### config.mk
export PLATFORM = sky130hd
export DESIGN_NAME = uart_tx_fifo
export DESIGN_NICKNAME = d
export VERILOG_FILES = /design/src/rtl/uart_tx_fifo.sv
export SDC_FILE = /design/constraint.sdc
export NUM_CORES = 1
export LEC_CHECK = 0
export ABC_AREA = 1
export CORE_MARGIN = 8
export CORE_UTILIZATION = 60
export DETAILED_ROUTE_END_ITERATION = 10
export PLACE_DENSITY = 0.8
export SYNTH_ARGS = -nofsm -noshare
export SYNTH_HDL_FRONTEND = slang
export SYNTH_SLANG_ARGS = --single-unit
### constraint.sdc
create_clock -name clk_48mhz -period 3.1 [get_ports clk_48mhz]
set_input_delay 0.62 -clock clk_48mhz [delete_from_list [all_inputs] [get_ports clk_48mhz]]
set_output_delay 0.62 -clock clk_48mhz [all_outputs]
set_load 0.03 [all_outputs]
### src/rtl/uart_tx_fifo.sv
// uart_tx_fifo
//   Buffered 8N1 UART transmitter. Bytes written on tx_data/tx_wr are queued in
//   a small FIFO and shifted out LSB first as start(0), 8 data bits, stop(1).
//   Frames leave back-to-back while the FIFO keeps supplying bytes.
//
// Parameters
//   CLKS_PER_BIT  clock cycles per serial bit (>= 2)
//   FIFO_DEPTH    byte FIFO entries (power of two, >= 2)
//
// Ports
//   clk_48mhz    in   system clock, rising edge
//   reset        in   synchronous active-high reset; flushes FIFO, abandons frame
//   tx_data      in   byte to enqueue, sampled when tx_wr=1
//   tx_wr        in   write strobe, one byte per high cycle
//   tx_full      out  FIFO holds FIFO_DEPTH entries
//   tx_empty     out  FIFO holds no entries
//   tx_busy      out  frame in progress (registered)
//   tx_overrun   out  sticky: a write was dropped while full; cleared by reset
//   uart_tx_out  out  serial line, idle high (registered)
module uart_tx_fifo #(
  parameter int CLKS_PER_BIT = 416,
  parameter int FIFO_DEPTH   = 4
) (
  input  logic       clk_48mhz,
  input  logic       reset,
  input  logic [7:0] tx_data,
  input  logic       tx_wr,
  output logic       tx_full,
  output logic       tx_empty,
  output logic       tx_busy,
  output logic       tx_overrun,
  output logic       uart_tx_out
);

  localparam int PW = $clog2(FIFO_DEPTH);
  localparam int CW = PW + 1;
  localparam int BW = (CLKS_PER_BIT > 1) ? $clog2(CLKS_PER_BIT) : 1;
  localparam logic [BW-1:0] BAUD_LAST  = BW'(CLKS_PER_BIT - 1);
  localparam logic [CW-1:0] COUNT_FULL = CW'(FIFO_DEPTH);

  typedef enum logic [1:0] {
    IDLE,
    START,
    DATA,
    STOP
  } state_t;

  // FIFO storage and bookkeeping
  logic [7:0]    fifo_mem [FIFO_DEPTH];
  logic [PW-1:0] wr_ptr_reg;
  logic [PW-1:0] rd_ptr_reg;
  logic [CW-1:0] count_reg;
  logic [CW-1:0] count_next;
  logic          overrun_reg;
  logic          wr_en;
  logic          pop_en;

  // Serializer
  state_t        state_reg;
  logic [BW-1:0] baud_reg;
  logic [2:0]    bit_reg;
  logic [7:0]    shift_reg;
  logic          line_reg;
  logic          busy_reg;
  logic          baud_last;

  assign tx_full     = (count_reg == COUNT_FULL);
  assign tx_empty    = (count_reg == '0);
  assign tx_overrun  = overrun_reg;
  assign tx_busy     = busy_reg;
  assign uart_tx_out = line_reg;

  assign baud_last = (baud_reg == BAUD_LAST);

  // A write is accepted only when the FIFO is not full at the start of the
  // cycle; a pop in the same cycle does not rescue a write against a full FIFO.
  assign wr_en = tx_wr && !tx_full;

  // Pop from IDLE as soon as data is present, or on the final stop-bit cycle
  // so the next start bit follows with no idle gap.
  assign pop_en = !tx_empty &&
                  ((state_reg == IDLE) || ((state_reg == STOP) && baud_last));

  always_comb begin
    count_next = count_reg;
    if (wr_en && !pop_en) begin
      count_next = count_reg + CW'(1);
    end else if (!wr_en && pop_en) begin
      count_next = count_reg - CW'(1);
    end
  end

  // Storage has no reset so it can map onto distributed/block RAM; the
  // pointers and count alone define what is valid.
  always_ff @(posedge clk_48mhz) begin
    if (wr_en) begin
      fifo_mem[wr_ptr_reg] <= tx_data;
    end
  end

  always_ff @(posedge clk_48mhz) begin
    if (reset) begin
      wr_ptr_reg  <= '0;
      rd_ptr_reg  <= '0;
      count_reg   <= '0;
      overrun_reg <= 1'b0;
    end else begin
      count_reg <= count_next;
      if (wr_en) begin
        wr_ptr_reg <= wr_ptr_reg + PW'(1);
      end
      if (pop_en) begin
        rd_ptr_reg <= rd_ptr_reg + PW'(1);
      end
      if (tx_wr && tx_full) begin
        overrun_reg <= 1'b1;
      end
    end
  end

  // Serializer FSM. The line and busy outputs are registered images of the
  // current state, so they trail the state register by one cycle: a pop at
  // edge E+1 shows as a low line and busy=1 at E+2, and every bit still lasts
  // exactly CLKS_PER_BIT cycles on the pin.
  always_ff @(posedge clk_48mhz) begin
    if (reset) begin
      state_reg <= IDLE;
      baud_reg  <= '0;
      bit_reg   <= '0;
      shift_reg <= '0;
      line_reg  <= 1'b1;
      busy_reg  <= 1'b0;
    end else begin
      busy_reg <= (state_reg != IDLE);

      case (state_reg)
        START:   line_reg <= 1'b0;
        DATA:    line_reg <= shift_reg[0];
        default: line_reg <= 1'b1;
      endcase

      case (state_reg)
        IDLE: begin
          if (pop_en) begin
            shift_reg <= fifo_mem[rd_ptr_reg];
            baud_reg  <= '0;
            state_reg <= START;
          end
        end

        START: begin
          if (baud_last) begin
            baud_reg  <= '0;
            bit_reg   <= '0;
            state_reg <= DATA;
          end else begin
            baud_reg <= baud_reg + BW'(1);
          end
        end

        DATA: begin
          if (baud_last) begin
            baud_reg  <= '0;
            shift_reg <= {1'b0, shift_reg[7:1]};
            if (bit_reg == 3'd7) begin
              state_reg <= STOP;
            end else begin
              bit_reg <= bit_reg + 3'd1;
            end
          end else begin
            baud_reg <= baud_reg + BW'(1);
          end
        end

        STOP: begin
          if (baud_last) begin
            baud_reg <= '0;
            if (pop_en) begin
              shift_reg <= fifo_mem[rd_ptr_reg];
              state_reg <= START;
            end else begin
              state_reg <= IDLE;
            end
          end else begin
            baud_reg <= baud_reg + BW'(1);
          end
        end

        default: state_reg <= IDLE;
      endcase
    end
  end

endmodule
# [Yosys cells after proc, flatten, opt, wreduce, memory -nomap -nowiden]
# Memories as Yosys holds them, arrays and structs flattened. A register that Yosys moved wholly into a read port is not among the register bits.
# Cells that the tools add are included.
[op_classes] addsub=6 n_eq_ne=12 muxes=25 n_reduce_logical=21
[op_table] op="$mux W8" n=3
[op_table] op="$pmux W8 S3" n=1
[op_table] op="$mux W9" n=2
[op_table] op="$pmux W9 S2" n=1
[op_table] op="$mux W3" n=5
[op_table] op="$mux W2" n=7
[op_table] op="$ne A2 B2 Y1 const B" n=6
[op_table] op="$add A9 B1 Y9 const B" n=1
[op_table] op="$eq A9 B9 Y1 const B" n=1
[op_table] op="$pmux W2 S4" n=1
[op_table] op="$add A3 B1 Y3 const B" n=2
[op_table] op="$eq A3 B3 Y1 const B" n=2
[op_table] op="$logic_and A1 B1 Y1" n=6
[op_table] op="$pmux W3 S2" n=1
[op_table] op="$reduce_bool A2 Y1" n=3
[op_table] op="$reduce_and A5 Y1" n=1
[op_table] op="$add A2 B1 Y2 const B" n=2
[op_table] op="$eq A2 B2 Y1 const B" n=2
[op_table] op="$logic_not A1 Y1" n=4
[op_table] op="$reduce_and A4 Y1" n=1
[op_table] op="$logic_not A3 Y1" n=1
[op_table] op="$mux W1" n=3
[op_table] op="$reduce_and A3 Y1" n=1
[op_table] op="$reduce_bool A3 Y1" n=1
[op_table] op="6 further kinds" n=6
[word_totals] ff_bits=32 mem_bits_rw=32 inputBits=11 out_inout_bits=5 elab_cells=75 n_memories=1
[memory_table] name="fifo_mem" words=4 word_bits=8 read_ports=1 rd_clocked_by_memory_dff=1 write_ports=1 line_no="49" rtl="logic [7:0] fifo_mem [FIFO_DEPTH];"

# [Logic depth before layout (Yosys ltp)]
[depth] ltp_word=7 mapped_depth=13 mapped_depth_nobuf=13

# [Worst setup path after synthesis]
# Ideal clock, no wire load.
[synth_path] path_type="register to register" from="register count_reg[0]" to="register count_reg[2]" setup_time_ns=0.122 arrival_time_ns=1.981 required_time_ns=2.978 slack_ns=0.997 path_stages_with_launch=13 n_path_buf=0 period_less_slack_ns=2.103 cell_sequence="dfxtp_1 nor2_1 nand2_1 inv_1 nor2_1 nand2_4 ha_1 inv_1 fa_1 a21oi_1 o21ai_0 o21ai_0 a21oi_1"
[synth_via] elab_chain_len=6 word_cells_on_any_way=15 cone_classes="2 x add/sub; 1 x eq/ne; 2 x mux; 10 x reduce/logical"
[synth_lines] element="start, declared" line_no="52" rtl="logic [CW-1:0] count_reg;"
[synth_lines] element="start signal, assigned" line_no="108" rtl="count_reg <= count_next;"
[synth_lines] element="$logic_not A3 Y1 *" line_no="68" rtl="assign tx_empty = (count_reg == '0);"
[synth_lines] element="named net tx_empty" line_no="29" rtl="output logic tx_empty,"
[synth_lines] element="$logic_not A1 Y1 *" line_no="81" rtl="assign pop_en = !tx_empty &&"
[synth_lines] element="$logic_and A1 B1 Y1 *" line_no="81"
[synth_lines] element="$logic_not A1 Y1" line_no="86" rtl="if (wr_en && !pop_en) begin"
[synth_lines] element="$logic_and A1 B1 Y1" line_no="86"
[synth_lines] element="$mux W3 or $reduce_bool A2 Y1 (tied branches)"
# Mark *: on every way through the listed nets, which the timed path passes. The rest lies on a longest branch. The select of a mux whose other input is x is not followed.
# A chain may end at the register's enable or synchronous reset.

# [Worst setup path in the final report]
[layout_path] from="register count_reg[0]" to="output port tx_full"
[layout_via] elab_chain_len=1
[layout_lines] element="$eq A3 B3 Y1" line_no="67" rtl="assign tx_full = (count_reg == COUNT_FULL);"
[layout_lines] element="end, declared" line_no="28" rtl="output logic tx_full,"
# No other way between the ends.

==> run metrics <==
status completed; measured slew at the worst slew-check pin just over 0.8 ns; path type of the worst min-delay path reg -> reg; hold_ws ~0.46 ns; clock buffer depth 2; Arr. time, crit path 1.75 ns; post-CTS resize count 0; crit start category register; final WL a little over 6000 um; DR WL/cell 13.0 um; max FFs per register 32; pin count of the biggest net entering global routing 19; post-synthesis sequential area ratio 51.2%; peak supply drop 686 uV; final net count 420; syn avg cell area ~8.5 um2; # rows 26; setup_tns 0 ns; Starting Density roughly 62%; top post-synthesis cells by area edfxtp_1 (30%), dfxtp_1 (21%), nand2_1 (10%); Setup WS post-layout 0.726 ns; cell count after synthesis approximately 380; layout cell share with drive strength beyond 1 approximately 9%; synthesized area approximately 3200 um2; number of synthesized register bits 66; Worst-Skew Late Latency 0.35 ns; Detail Route Antenna Nets 0; Final min period 2.37 ns; clk slew on worst S/H paths 0.07 ns; hold-fix buffer count after cts 0; pre-CTS WS between 0.5 and 0.6 ns; Setup Fix Bufs, Post-CTS 0; CTS buffer count 9; Post-synth EDFFs 32; CTS tree yes; antenna violations before repair 0; DRT Pass-1 Iters 4; CP required 2.48 ns; Post-Syn Nets ~400; Seq. cell area ~1600 um2; YS warnings 0; root buffer selected by CTS clkbuf_8; Final Cycle Share 76.6%; Die X 89.1 um; skew final 0.00908 ns; Via Count 2408; Achievable Freq 421 MHz; H-tree depth 3; Yosys top cell by area edfxtp_1; initial DRC count between 150 and 200; die area 7940 um2; # IOs 16; total core area 5140 um2; FILL cells a little over 400; Main synth FF type dfxtp_1; global-route wire length before repair 10400 um; area delta synth->final 11.7%; grt ovf 0; post-detail-place hpwl around 4000 um; GRT Util Overall 17.2%; WS Path Type reg -> out; post-synth top area share 30.0%; Pins Over Slew Limit 0; Final Hold Viols 0; worst-path fanout max 4; vias in the first global route 2318; DRC viols 0; clock sink count 66; Pwr Density 837 nW/um2; setup repair after global routing missed its margin false; port buffer count 15; Die Height between 80 and 90 um; max cap viols 0; area of the multi-input gates 1230 um2; vias per cell 5.12; # setup viols final 0; ys async rst share 0%; RePlAce Congestion 0.788; # diodes 0; Worst slew margin 45.6%; Unique masters post-synth 29; Leak 1.60 nW; Crit. End Element output pin
cells by family after synthesis:
family | share of synthesized area, %
AO/OA/AOI/OAI | 10.4
XOR/XNOR | 0.546
adder cells (fa/ha/maj) | 5.70
buffers and inverters | 10.6
flip-flops | 51.2
AND/OR/NAND/NOR | 21.6
layout by cell type (no fill, tap or decap), types with 3 or more instances in the layout:
master,netlist,final
a21oi_1,26,26
a21oi_2,8,8
clkbuf_8,0,9
clkdlybuf4s50_1,0,15
clkinvlp_4,0,3
dfxtp_1,34,34
edfxtp_1,32,32
ha_1,13,13
inv_1,68,68
inv_2,3,3
nand2_1,88,88
nand2_4,4,4
nand3_1,36,36
nor2_1,25,25
o21ai_0,16,16
path summary, 6_finish.rpt:
check / startpoint / to / slack, ns / cells after the start
max: count_reg[0]$_SDFFE_PP0P_ / tx_full / 0.73 / 4
max reg2reg: state_reg[0]$_SDFFE_PP0P_ / count_reg[2]$_SDFFE_PP0P_ / 0.82 / 12
min: tx_overrun$_SDFFE_PP0P_ / tx_overrun$_SDFFE_PP0P_ / 0.46 / 2
min reg2reg: tx_overrun$_SDFFE_PP0P_ / tx_overrun$_SDFFE_PP0P_ / 0.46 / 2
through the flow:
stage               total power [mW]  cells  cell area (um2)  utilization (%)
finish                          3.00    470             3580             69.7
global placement                2.26    454             3390             65.9
detailed placement              2.29    454             3390             65.9
global route                    3.20    470             3580             69.7
floorplan                       2.11    377             3210                -
CTS                             3.01    470             3580             69.7
Yosys cell counts (2+ instances only):
library cell	instances
nand2_4	4
inv_1	68
clkbuf_1	4
ha_1	13
inv_2	3
nand2_1	88
o21ai_0	16
xor2_1	2
a21oi_2	8
edfxtp_1	32
dfxtp_1	34
nor3_1	2
nor2_1	25
buf_2	3
nand3_1	36
a21oi_1	26
routing by layer:
layer  global-route usage [%]  part of all wire, %  vias up
li1                         -                    -     1238
met1                     20.6                   45     1104
met2                     27.3                   48       55
met3                     5.06                  5.2       11
met4                     8.91                  1.9        0
met5                        0                    0        -
worst max-delay path, stage by stage (launching register included):
cell and delay, ns:
dfxtp_1 0.36, nor2_1 0.19, nand2_1 0.11, inv_1 0.08, clkdlybuf4s50_1 0.67
cell type report:
cell class              count  area share, %
repair buffers             17           4.61
inverters                  71           7.44
flip-flops and latches     66           45.8
well taps                  70           2.45
multi-input cells         230           34.2
clock buffers               9           3.46
clock inverters             7           1.96
power breakdown:
group	internal, mW	switching, mW	total [mW]
logic	0.384	0.725	1.11
registers	1.06	0.118	1.18
clock network	0.368	0.346	0.713
Note: power is estimated with default switching activity, not from simulation.
==> edit, RTL diff (same settings) <==
Encoding of `state_t`: now Gray code (2 bits for 4 states).
--- a/src/rtl/uart_tx_fifo.sv
+++ b/src/rtl/uart_tx_fifo.sv
@@ -41,6 +41,6 @@
   typedef enum logic [1:0] {
-    IDLE,
-    START,
-    DATA,
-    STOP
+    IDLE  = 2'b00,
+    START = 2'b01,
+    DATA  = 2'b11,
+    STOP  = 2'b10
   } state_t;
Function: same outputs for any inputs over 10 cycles, from zero or initial values and one cycle with reset high; not proved beyond that.
==> edit against the unedited design <==
First-iteration DRC count up 8.7%; critical path type unchanged; wire length is 7.4% lower; cell area is 5.7% lower; synthesized area decreased by 6.8%; total power fell by 8.1%; die area fell by 5.6%; critical endpoint is now tx_empty; sequential cell count unchanged; core utilization increased by 1.4 points; worst setup slack got worse by 0.027 ns; hold slack better by 0.0049 ns.
==> edit: results (changes against the unedited design) <==
register area share after synthesis 0.5492 (was 0.5119); critical path arrival 1.78 ns (was 1.75 ns); vias in the first global route 2189 (was 2318); Worst Tran Pin Value 0.7499 ns (was 0.8124 ns); most frequent cells after synthesis nand2_1 (85), inv_1 (46), nand3_1 (37) (was nand2_1 (88), inv_1 (68), nand3_1 (36)); Post-Layout Cell Count 438 (was 470); Leak 1.416 nW (was 1.600 nW); CP endpoint tx_empty (was tx_full); Placed Area 3178 µm² (was 3387 µm²); largest net degree at the start of global routing 21 (was 19); post-DP HPWL 3820 µm (was 3983 µm); Net Count, Synth 368 (was 402); VDD IR max 0.0005995 V (was 0.0006862 V); clock network latency to the later pin of the worst-skew pair 0.33 ns (was 0.35 ns); Mean Syn Cell Area 8.589 µm² (was 8.506 µm²); Post-Route WL 5680 µm (was 6131 µm); nets 386 (was 420); PortBufs 15 (unchanged); top area cells in the synthesized netlist edfxtp_1 (32%), dfxtp_1 (23%), nand2_1 (11%) (was edfxtp_1 (30%), dfxtp_1 (21%), nand2_1 (10%)); routed vias/inst 5.249 (was 5.123); reg2reg path depth 11 (was 12); post-synthesis cell type count 27 (was 29); Placed Instances 422 (was 454); GRT Util Overall 0.1645 (was 0.1718); GPL Wtd Cong 0.8267 (was 0.7878); initial drt markers 175 (was 161); flop-to-flop setup slack 0.90 ns (was 0.82 ns); Clock Skew 0.01072 ns (was 0.009085 ns); Critical R2R Launch baud_reg[1] (was state_reg[0]); Critical Path Fanout Max 4 (unchanged); layout cell share with drive strength beyond 1 0.07278 (was 0.09250); status finished, final reports clean (unchanged); first-pass GRT wire length 9597 µm (was 10350 µm); reg2reg end count_reg[1] (was count_reg[2])
==> edit: worst max-delay path: stages (launching register included) <==
cell and delay [ns]:
dfxtp_1 0.35, nor2_1 0.19, nand2_1 0.15, inv_1 0.09, clkdlybuf4s50_1 0.67
==> edit: power breakdown <==
part	switching, W	internal, W
clock network	0.000303	0.000413
registers	0.0000785	0.00107
logic	0.000589	0.000298
total	0.000971	0.00178
==> edit: worst min-delay path by stage <==
stage	slack, ns	endpoint	cells past startpoint	start
floorplan	0.43	uart_tx_out	1	state_reg[0]
global placement	0.45	tx_overrun	1	tx_overrun
detailed placement	0.46	tx_overrun	1	tx_overrun
CTS	0.47	bit_reg[1]	2	bit_reg[1]
global route	0.50	bit_reg[1]	2	bit_reg[1]
finish	0.47	bit_reg[1]	2	bit_reg[1]
==> edit: per-layer routing <==
metal  vias up  GRT usage  share of wire
met5         -          0              0
met4         0    0.07668          0.014
met3         8    0.04726          0.049
met2        50     0.2701           0.48
met1      1075     0.1934           0.45
li1       1166          -              -
==> edit: cell families (layout without fill, tap and decap cells) <==
group,count (synthesis),after routing,synth area share
and+or+nand+nor,170,170,0.2486
DFF,66,66,0.5492
buffers and inverters,56,79,0.07786
AOI/OAI and AO/OA,46,46,0.08121
adders and majority gates,9,9,0.04019
xor gates and xnor gates,1,1,0.002931
==> edit: layout make-up <==
class	count	area [µm²]
clock inverter	3	40.04
timing repair buffer	17	165.2
fill	367	1378
clock buffer	13	158.9
multi-input combinational	226	1115
sequential	66	1642
tap	67	83.83
inverter	46	172.7
==> edit: metrics by stage <==
step	worst slack, ns	power [W]
finish	0.6984	0.002755
floorplan	1.083	0.001827
detailed placement	0.5636	0.002044
CTS	0.7046	0.002766
global route	0.5611	0.002943
global placement	0.6063	0.002010
